`src/rtl/lfsr_rng.sv`:
```
// Free-running Fibonacci LFSR with a req/valid sampler that returns uniform values
// below an optional bound using mask-and-reject with a bounded number of attempts.
module lfsr_rng #(
    parameter int unsigned      WIDTH      = 8,
    parameter logic [WIDTH-1:0] TAPS       = WIDTH'(8'hB8),
    parameter logic [WIDTH-1:0] RESET_SEED = WIDTH'(1),
    parameter int unsigned      STEPS      = 8,
    parameter int unsigned      MAX_TRY    = 4
) (
    input  logic             clk,
    input  logic             rst_n,
    input  logic             seed_load,
    input  logic [WIDTH-1:0] seed,
    input  logic             req,
    input  logic [WIDTH-1:0] bound,
    output logic             busy,
    output logic             rand_valid,
    output logic [WIDTH-1:0] rand_out,
    output logic             lockup,
    output logic [WIDTH-1:0] lfsr_state
);

    localparam int unsigned CNT_W = $clog2(STEPS + 1);
    localparam int unsigned TRY_W = $clog2(MAX_TRY + 1);

    typedef enum logic {IDLE, GEN} state_t;

    state_t           state_q, state_d;
    logic [CNT_W-1:0] cnt_q, cnt_d;
    logic [TRY_W-1:0] try_q, try_d;
    logic [WIDTH-1:0] bound_q, bound_d;
    logic             busy_d, valid_d;
    logic [WIDTH-1:0] out_d;

    logic             fb;
    logic [WIDTH-1:0] shift_nxt, lfsr_nxt;
    logic             lock_nxt;
    logic [WIDTH-1:0] bound_m1, mask, v;
    logic             in_range;

    // Next LFSR value: seed load wins, then all-zero recovery
    always_comb begin
        fb        = ^(lfsr_state & TAPS);
        shift_nxt = {lfsr_state[WIDTH-2:0], fb};
        lfsr_nxt  = shift_nxt;
        lock_nxt  = 1'b0;
        if (seed_load) begin
            lfsr_nxt = (seed == '0) ? RESET_SEED : seed;
        end else if (shift_nxt == '0) begin
            lfsr_nxt = RESET_SEED;
            lock_nxt = 1'b1;
        end
    end

    // Leading-one fill of bound-1; bound==0 wraps to all ones, bound==1 gives zero
    always_comb begin
        bound_m1 = bound_q - WIDTH'(1);
        mask     = bound_m1;
        for (int i = 1; i < WIDTH; i++) begin
            mask = mask | (mask >> i);
        end
        v        = lfsr_state & mask;
        in_range = (bound_q == '0) || (v < bound_q);
    end

    always_comb begin
        state_d = state_q;
        cnt_d   = cnt_q;
        try_d   = try_q;
        bound_d = bound_q;
        busy_d  = busy;
        valid_d = 1'b0;
        out_d   = rand_out;
        case (state_q)
            IDLE: begin
                if (req) begin
                    state_d = GEN;
                    bound_d = bound;
                    cnt_d   = CNT_W'(STEPS);
                    try_d   = TRY_W'(1);
                    busy_d  = 1'b1;
                end
            end
            GEN: begin
                if (cnt_q == CNT_W'(1)) begin
                    if (in_range || (try_q >= TRY_W'(MAX_TRY))) begin
                        // v < 2*bound here, so one subtraction lands the fallback in range
                        out_d   = in_range ? v : (v - bound_q);
                        valid_d = 1'b1;
                        busy_d  = 1'b0;
                        state_d = IDLE;
                        cnt_d   = '0;
                        try_d   = '0;
                    end else begin
                        try_d = try_q + TRY_W'(1);
                        cnt_d = CNT_W'(STEPS);
                    end
                end else begin
                    cnt_d = cnt_q - CNT_W'(1);
                end
            end
            default: state_d = IDLE;
        endcase
    end

    always_ff @(posedge clk or negedge rst_n) begin
        if (!rst_n) begin
            state_q    <= IDLE;
            cnt_q      <= '0;
            try_q      <= '0;
            bound_q    <= '0;
            busy       <= 1'b0;
            rand_valid <= 1'b0;
            rand_out   <= '0;
            lfsr_state <= RESET_SEED;
            lockup     <= 1'b0;
        end else begin
            state_q    <= state_d;
            cnt_q      <= cnt_d;
            try_q      <= try_d;
            bound_q    <= bound_d;
            busy       <= busy_d;
            rand_valid <= valid_d;
            rand_out   <= out_d;
            lfsr_state <= lfsr_nxt;
            lockup     <= lock_nxt;
        end
    end

endmodule

```
`config.mk`:
```
export PLATFORM = sky130hd
export DESIGN_NAME = lfsr_rng
export DESIGN_NICKNAME = d
export VERILOG_FILES = /design/src/rtl/lfsr_rng.sv
export SDC_FILE = /design/constraint.sdc
export NUM_CORES = 1
export LEC_CHECK = 0
export BUFFER_PORTS_ARGS = -buffer_cell sky130_fd_sc_hd__buf_2
export CAP_MARGIN = 5
export CELL_PAD_IN_SITES_DETAIL_PLACEMENT = 0
export CELL_PAD_IN_SITES_GLOBAL_PLACEMENT = 1
export CORE_ASPECT_RATIO = 1.1
export CORE_MARGIN = 1
export CORE_UTILIZATION = 47
export DETAILED_ROUTE_END_ITERATION = 7
export PLACE_DENSITY = 0.94
export SYNTH_ARGS = -nofsm -noshare
export SYNTH_HDL_FRONTEND = slang
export SYNTH_SLANG_ARGS = --single-unit
```
`constraint.sdc`:
```
create_clock -name clk -period 6.9 [get_ports clk]
set_clock_uncertainty 0.2 [all_clocks]
set_input_delay 0.345 -clock clk [delete_from_list [all_inputs] [get_ports clk]]
set_output_delay 0.345 -clock clk [all_outputs]
set_load 0.02 [all_outputs]
```
Yosys cells after proc, flatten, opt, wreduce, memory -nomap -nowiden
Cells that the tools add are included.
W data, S select, Z words.
{ "word_totals": {"out_inout_bits": 19, "regBits": 35, "in_bits": 20} }
{ "classes": {"order_cmp": 2, "reduce_logical": 10, "n_bitwise": 9, "addsub": 4, "n_mux": 25, "n_eq_ne": 4} }
{ "op_table": {"columns": ["operator", "n"], "rows": [
  ["$mux W8", 4],
  ["$logic_not A8 Y1", 3],
  ["$mux W4", 3],
  ["$mux W1", 11],
  ["$mux W3", 3],
  ["$and A8 B8 Y8", 1],
  ["$lt A8 B8 Y1", 1],
  ["$or A8 B1 Y8", 1],
  ["$or A8 B2 Y8", 1],
  ["$or A8 B3 Y8", 1],
  ["$or A8 B4 Y8", 1],
  ["$or A8 B5 Y8", 1],
  ["$or A8 B6 Y8", 1],
  ["$or A8 B7 Y8", 1],
  ["$pmux W4 S2", 1],
  ["$reduce_xor A8 Y1", 1],
  ["$sub A8 B1 Y8 const B", 1],
  ["$sub A8 B8 Y8", 1],
  ["$pmux W3 S2", 1],
  ["$reduce_and A3 Y1", 2],
  ["$eq A4 B1 Y1 const B", 1],
  ["$ne A2 B1 Y1 const B", 2],
  ["$pmux W1 S2", 2],
  ["$reduce_and A2 Y1", 2],
  ["6 further kinds", 7]
]} }

Logic depth before layout (Yosys ltp)
Gate-level depths: netlist (run 1).
{ "depth": {"ltp_word": 15, "mapped_depth": 17} }

Least setup slack after synthesis (run 1)
No wires, ideal clock.
{ "synth_timing": {"path_kind": "register -> register", "start": "register bound_q[1]", "end": "register rand_out[6]", "path_stages_with_launch": 18, "path_buffers": 3, "arrival_time_ns": 3.832, "synth_period_minus_slack_ns": 4.157, "setup_slack_ns": 2.743, "path_cell_list": "dfrtp_1 -> buf_4 -> inv_1 -> ha_1 -> or3b_1 -> buf_6 -> nand3b_1 -> nand3_4 -> o31ai_4 -> ha_1 -> fa_1 -> nand2b_1 -> a21oi_1 -> a221oi_1 -> o21ai_2 -> buf_6 -> mux2_2 -> mux2_2"} }
{ "synth_via": {"elab_chain_len": 13, "word_cells_on_any_way": 16} }
{ "synth_rtl": {"columns": ["item", "line_no", "source"], "rows": [
  ["from (decl)", "31", "logic [WIDTH-1:0] bound_q, bound_d;"],
  ["from (signal assigned)", "121", "bound_q <= bound_d;"],
  ["$sub A8 B1 Y8", "57", "bound_m1 = bound_q - WIDTH'(1);"],
  ["$or A8 B7 Y8", "60", "mask = mask | (mask >> i);"],
  ["$or A8 B6 Y8", "60", null],
  ["$or A8 B5 Y8", "60", null],
  ["$or A8 B4 Y8", "60", null],
  ["$or A8 B3 Y8", "60", null],
  ["$or A8 B2 Y8", "60", null],
  ["$or A8 B1 Y8", "60", null],
  ["$and A8 B8 Y8", "62", "v = lfsr_state & mask;"],
  ["$lt A8 B8 Y1", "63", "in_range = (bound_q == '0) || (v < bound_q);"],
  ["$logic_or A1 B1 Y1", "63", null],
  ["$logic_or A1 B1 Y1", "86", "if (in_range || (try_q >= TRY_W'(MAX_TRY))) begin"],
  ["$reduce_and A3 Y1 (no line)", null, null],
  ["to (signal assigned)", "124", "rand_out <= out_d;"],
  ["to (decl)", "18", "output logic [WIDTH-1:0] rand_out,"]
]} }
Parallel ways exist; a longest one is shown, timed or not.
A chain may end at the register's enable or synchronous reset.

Worst setup path in the final report (run 1)
{ "layout_timing": {"start": "register bound_q[1]", "end": "register rand_out[7]"} }
Same word-level chain as after synthesis.

==> results of run 1 <==
-- metal layers --
metal | global-route usage | up-vias
li1 | - | 941
met2 | 0.356 | 47
met3 | 0.0394 | 7
met1 | 0.258 | 942
met5 | 0 | -
met4 | 0.0820 | 0
-- layout by cell type (no fill, tap or decap), types with 3 or more instances in the layout --
cell type and instances:
buf_2 38, dfrtp_1 34, mux2_2 17, nand2_1 16
nor2_1 15, o21ai_0 15, inv_1 13, ha_1 13
nor3_1 10, xnor2_1 7, a21oi_1 7, nand3_1 6
clkbuf_8 6, nand3b_1 5, nand2b_1 4, xor2_1 4
nor2b_1 4, mux2i_1 4, o21a_1 3, o31ai_4 3
o31ai_1 3, and2_1 3
-- cell type report --
class | count | area [sq um]
clock buffer | 7 | 86.3
timing repair buffer | 40 | 208
clock inverter | 1 | 8.76
tap | 56 | 70.1
inverter | 13 | 48.8
multi-input combinational | 180 | 1390
fill | 426 | 2090
sequential | 35 | 877
-- registers in the layout, summed over array words and instances (netlist names) --
signal,cells
bound_q,8
lfsr_state,8
rand_out,8
cnt_q,4
try_q,3
busy,1
lockup,1
rand_valid,1
state_q,1
-- critical path: cells and delay by family (launching register included) --
| family | cells | cell delay, ns |
|---|---|---|
| compound gates | 6 | 1.86 |
| flops | 1 | 0.51 |
| buf+inv | 1 | 0.21 |
| simple gates | 3 | 0.74 |
| fa+ha+maj | 3 | 0.72 |
| mux | 1 | 0.41 |
-- path summary, 6_finish.rpt --
check,start,cells after the start,slack (ns),endpoint
setup / recovery,bound_q[1],14,2.14,rand_out[7]
min in group asynchronous,rst_n,2,0.48,lfsr_state[5]
hold reg to reg,rand_out[1],1,0.31,rand_out[1]
hold / removal,bound[2],3,0.05,bound_q[2]
max in group asynchronous,rst_n,2,5.53,rand_out[5]
setup reg to reg,bound_q[1],14,2.14,rand_out[7]
-- timing repair --
item	CTS	global route
hold buffers	1	0
hold endpoints to repair	34	0
buffers inserted	0	0
resized for setup	0	0
-- power by group --
group | internal, W | total, W | leakage [nW] | switching, W
registers | 0.000285 | 0.000410 | 0.422 | 0.000125
clock network | 0.0000817 | 0.000155 | 0.0484 | 0.0000737
logic | 0.000338 | 0.000758 | 0.705 | 0.000420
-- kinds of logic after synthesis --
kind of cell    Yosys count  share of synthesized area
compound gates           52                      0.163
xor+xnor                 11                     0.0400
fa+ha+maj                14                     0.0759
buf+inv                  27                     0.0577
flops                    35                      0.365
mux                      24                      0.112
simple gates             79                      0.187
-- stage by stage --
step	instances	setup WS (ns)	area [sq um]
floorplan	242	2.74	2410
global placement	323	2.31	2580
CTS	332	2.13	2690
global route	332	1.76	2690
finish	332	2.14	2690
detailed placement	323	2.15	2580
==> run_results.csv, run 1 <==
group,metric,value,unit
clock_tree,cts_buffers,5,
logic_synthesis,synth_seq_area_share,0.365,
critical_path,cp_slowest_cell,"a21oi_2",
floorplan,num_rows,26,
sta,drv_slew,0,
logic_synthesis,ys_ff_latch,35,
floorplan,die_h,77.0,um
power_and_ir_drop,power,0.00132,W
routing,drc_errors,0,
critical_path,required,6.88,ns
flow_run,max_cap_viol_count,0,
logic_synthesis,synth_nets,276,
grt,grt_usage,0.209,
layout,fin_util,0.562,
routing,wl_met1,2420,um
clock_tree,clockBufferDepth,2,
routing,postRouteAntennaNets,0,
grt,grt_pass1_vias,1895,
logic_synthesis,yosysMostFrequentCell,"dfrtp_1",
routing,dr_total_vias,1937,
sta,timing.fmax,0.210,GHz
clock_tree,cts-htree-levels,2,
critical_path,critical_path_class,"reg -> reg",
sta,setup_violations,0,
routing,vias_per_cell,5.83,
sta,tightestPinTransition,0.772,ns
layout,drive_gt1_frac,0.264,
logic_synthesis,synthFlopType,"dfrtp_1",
logic_synthesis,synthTopCellsByCount,"dfrtp_1, mux2_2, nand2_1, nor2_1, o21ai_0",
routing,initialDrtViolationCount,94,
critical_path,worstPathCellList,"inv_1 -> ha_1 -> or3b_1 -> o31ai_4 -> nand3_4 -> o31ai_4 -> ha_1 -> fa_1 -> nand2b_1 -> a21oi_1 -> a221oi_1 -> o21ai_2 -> a21oi_2 -> mux2_2",
sta,rsz0062_at_grt,"no",
sta,relSlewSlack,0.485,
critical_path,crit_fanout,12,
sta,whs,0.0514,ns
routing,wirelength,5310,um
floorplan,core_area,4780,sq um
logic_synthesis,netlist_area,2410,sq um
clock_tree,root_buffer,"clkbuf_8",
floorplan,initial_utilization,0.503,
routing,wl_met3,178,um
critical_path,cp.arrival,4.75,ns
routing,wl_met2,2630,um
logic_synthesis,synth_cells,242,
power_and_ir_drop,leakage,1.18,nW
power_and_ir_drop,p_per_area,492,nW/um^2
logic_synthesis,synthDistinctLibCells,56,
clock_tree,cts.sinks,35,
layout,syn2layout_area_growth,11.8,%
grt,grt_pass1_wl,8850,um
sta,final-hold-violation-count,0,
min_path,hold_path.class,"in -> reg",
logic_synthesis,synth_top_area_share,0.354,
floorplan,io_pins,39,
floorplan,fp.dieArea,5410,sq um
logic_synthesis,async_reset_ff_frac,1.00,
clock_tree,insertion_delay,0.29,ns
grt,overflow,0,
layout,final_nets,309,
status,status,"complete, no violations",
logic_synthesis,synth_top_area_cell,"dfrtp_1",
logic_synthesis,ys_warn_count,0,
grt,grt_max_degree,36,
power_and_ir_drop,ir_drop,0.266,mV
routing,maxUsedRoutingLayer,"met4",
routing,post_drt_wl_per_cell,16.0,um
floorplan,dieWidth,70.2,um
logic_synthesis,synth_edf_count,0,
clock_tree,path_clk_slew,0.07,ns
layout,diodes,0,
placement,gp_congestion,0.874,
logic_synthesis,synth_area_leaders,"dfrtp_1, mux2_2, ha_1",
critical_path,end_kind,"register",
sta,setup_tns,0,ns
grt,antenna_found_initial,0,
placement,hpwlAfterDp,4060,um
placement,port_buffers,38,
sta,finalCriticalPeriod,4.76,ns
critical_path,critPathLaunchType,"register",
logic_synthesis,syn_area_per_cell,9.94,sq um
routing,dr.pass1.iters,4,
critical_path,slowest_delay,0.58,ns
clock_tree,cts_tree,"yes",
sta,min_period_over_period,0.690,
Power figures use the tool's default switching activity.
==> run 2, diff against run 1 <==
--- a/config.mk
+++ b/config.mk
@@ -11,9 +11,9 @@
 export CELL_PAD_IN_SITES_GLOBAL_PLACEMENT = 1
 export CORE_ASPECT_RATIO = 1.1
 export CORE_MARGIN = 1
-export CORE_UTILIZATION = 47
+export CORE_UTILIZATION = 44
 export DETAILED_ROUTE_END_ITERATION = 7
-export PLACE_DENSITY = 0.94
+export PLACE_DENSITY = 0.89
 export SYNTH_ARGS = -nofsm -noshare
 export SYNTH_HDL_FRONTEND = slang
 export SYNTH_SLANG_ARGS = --single-unit
==> constraint.sdc (replaced) <==
create_clock -name clk -period 4.5 [get_ports clk]
set_clock_uncertainty 0.2 [all_clocks]
set_input_delay 0.225 -clock clk [delete_from_list [all_inputs] [get_ports clk]]
set_output_delay 0.225 -clock clk [all_outputs]
set_load 0.02 [all_outputs]
==> run_results.csv, run 2 (synthesis gave the netlist of run 1 again) <==
group,metric,value,unit
clock_tree,cts_tree,"yes",
sta,setup_violations,0,
placement,gp_congestion,0.835,
critical_path,critPathLaunchType,"register",
critical_path,end_kind,"register",
min_path,hold-path-cell-count,3,
power_and_ir_drop,ir_drop,0.402,mV
grt,overflow,0,
routing,dr.pass1.iters,4,
routing,postRouteAntennaNets,0,
min_path,hold_path.class,"in -> reg",
placement,hpwlAfterDp,3860,um
clock_tree,path_clk_slew,0.07,ns
routing,post_drt_wl_per_cell,14.2,um
critical_path,r2r-end,"rand_out[3]",
power_and_ir_drop,p_per_area,701,nW/um^2
floorplan,die_h,79.6,um
grt,antenna_found_initial,0,
critical_path,cp.arrival,4.16,ns
floorplan,dieWidth,72.5,um
power_and_ir_drop,switching_share,0.457,
sta,tightestPinTransition,0.791,ns
critical_path,rrSetupSlack,0.31,ns
routing,wirelength,5210,um
critical_path,crit_end,"rand_out[3]",
floorplan,core_area,5130,sq um
clock_tree,cts.sinks,35,
layout,final_nets,329,
sta,drv_slew,0,
status,status,"complete, no violations",
critical_path,crit_fanout,7,
flow_run,max_cap_viol_count,0,
power_and_ir_drop,p_sw,0.000926,W
grt,grt_usage,0.200,
routing,vias_per_cell,5.36,
sta,finalCriticalPeriod,4.19,ns
layout,drive_gt1_frac,0.257,
routing,dr_total_vias,1974,
clock_tree,cts-htree-levels,2,
power_and_ir_drop,internal-power,0.00110,W
grt,grt_max_degree,36,
routing,initialDrtViolationCount,50,
sta,min_period_over_period,0.931,
layout,top_regs,"bound_q: 8 flops, lfsr_state: 8 flops, rand_out: 8 flops",
layout,final_common_cell,"buf_2",
critical_path,critical_path_class,"reg -> reg",
layout,fin_util,0.562,
critical_path,worstPathCellList,"inv_1 -> ha_1 -> or3b_1 -> nand3b_1 -> nand3_4 -> o31ai_4 -> ha_1 -> fa_1 -> nand2b_1 -> a21oi_1 -> a221oi_1 -> o21ai_2 -> mux2_2 -> mux2_2",
floorplan,num_rows,27,
floorplan,io_pins,39,
placement,port_buffers,38,
clock_tree,cts_resized,0,
grt,grt_pass1_vias,1901,
clock_tree,clockBufferDepth,2,
power_and_ir_drop,p_seq_frac,0.294,
power_and_ir_drop,p_comb_frac,0.596,
floorplan,initial_utilization,0.469,
power_and_ir_drop,power,0.00202,W
clock_tree,insertion_delay,0.29,ns
sta,rsz0062_at_grt,"no",
floorplan,fp.dieArea,5770,sq um
critical_path,cp.depth,14,
routing,drc_errors,0,
grt,grt_pass1_wl,8800,um
critical_path,slowest_delay,0.49,ns
clock_tree,root_buffer,"clkbuf_8",
critical_path,path_delay_family,"simple AND/OR/NAND/NOR gates",
sta,setup_tns,0,ns
critical_path,startpoint,"bound_q[1]",
clock_tree,cts_buffers,5,
power_and_ir_drop,power_frac_clock,0.110,
layout,diodes,0,
critical_path,path_buf_inv,1,
critical_path,required,4.48,ns
critical_path,r2r_start,"bound_q[1]",
critical_path,cp_slowest_cell,"or3b_1",
layout,syn2layout_area_growth,20.0,%
sta,final-hold-violation-count,0,
critical_path,rr_worst_depth,14,
sta,relSlewSlack,0.473,
sta,timing.fmax,0.239,GHz
clock_tree,post_cts_buffers,0,
power_and_ir_drop,leakage,1.25,nW
layout,mostFrequentLayoutCells,"buf_2, dfrtp_1, mux2_2, dlygate4sd3_1, nand2_1",
layout,fill_cells,482,
## run 2: per-stage QoR
stage | worst slack (ns) | instance area [sq um] | hold slack [ns] | instances
3_5_place_dp | 0.300 | 2630 | 0.163 | 343
6_report | 0.311 | 2890 | 0.0173 | 368
3_3_place_gp | 0.389 | 2630 | 0.151 | 343
2_1_floorplan | 0.343 | 2410 | -0.271 | 242
4_1_cts | 0.274 | 2890 | 0.00354 | 368
5_1_grt | 0.0234 | 2890 | 0.0407 | 368
## run 2: per-layer routing
layer / vias up / routed length (um) / GRT usage
li1: 978 / - / -
met1: 932 / 2290 / 0.239
met2: 51 / 2580 / 0.344
met3: 13 / 194 / 0.0391
met4: 0 / 143 / 0.0922
met5: - / 0 / 0
## run 2: worst reg2reg max path: cells and delay by family, from the launching register on
kind	cells	cell delay, ns
DFF	1	0.37
buffers and inverters	1	0.13
adders and majority gates	3	0.86
and+or+nand+nor	4	1.07
AOI/OAI and AO/OA	4	0.80
muxes	2	0.63
## run 2: worst min path at each step
stage | startpoint | end | slack (ns)
2_1_floorplan | rst_n | bound_q[0] | -0.27
6_report | seed[0] | lfsr_state[0] | 0.02
3_5_place_dp | rst_n | bound_q[5] | 0.16
5_1_grt | seed[0] | lfsr_state[0] | 0.04
4_1_cts | seed[0] | lfsr_state[0] | 0.004
3_3_place_gp | rst_n | bound_q[6] | 0.15
## run 2: area by class of cell
| class | instances | area, sq um | area share |
|---|---|---|---|
| Clock buffer | 7 | 76.3 | 0.0264 |
| Clock inverter | 1 | 7.51 | 0.00260 |
| Inverter | 13 | 48.8 | 0.0169 |
| Multi-Input combinational cell | 180 | 1390 | 0.481 |
| Sequential cell | 35 | 877 | 0.304 |
| Tap cell | 72 | 90.1 | 0.0312 |
| Timing Repair Buffer | 60 | 398 | 0.138 |
## run 2: repair_timing
action / 4_1_cts / 5_1_grt
hold endpoints to repair: 50 / 0
setup endpoints to repair: 0 / 1
hold buffers: 17 / 0
## run 2: power groups by stage
stage | logic (W) | clock network (W) | registers [W]
5_1_grt | 0.00134 | 0.000240 | 0.000621
3_3_place_gp | 0.00119 | 0 | 0.000598
6_report | 0.00121 | 0.000222 | 0.000595
4_1_cts | 0.00121 | 0.000230 | 0.000596
3_5_place_dp | 0.00120 | 0 | 0.000600
2_1_floorplan | 0.000978 | 0 | 0.000582
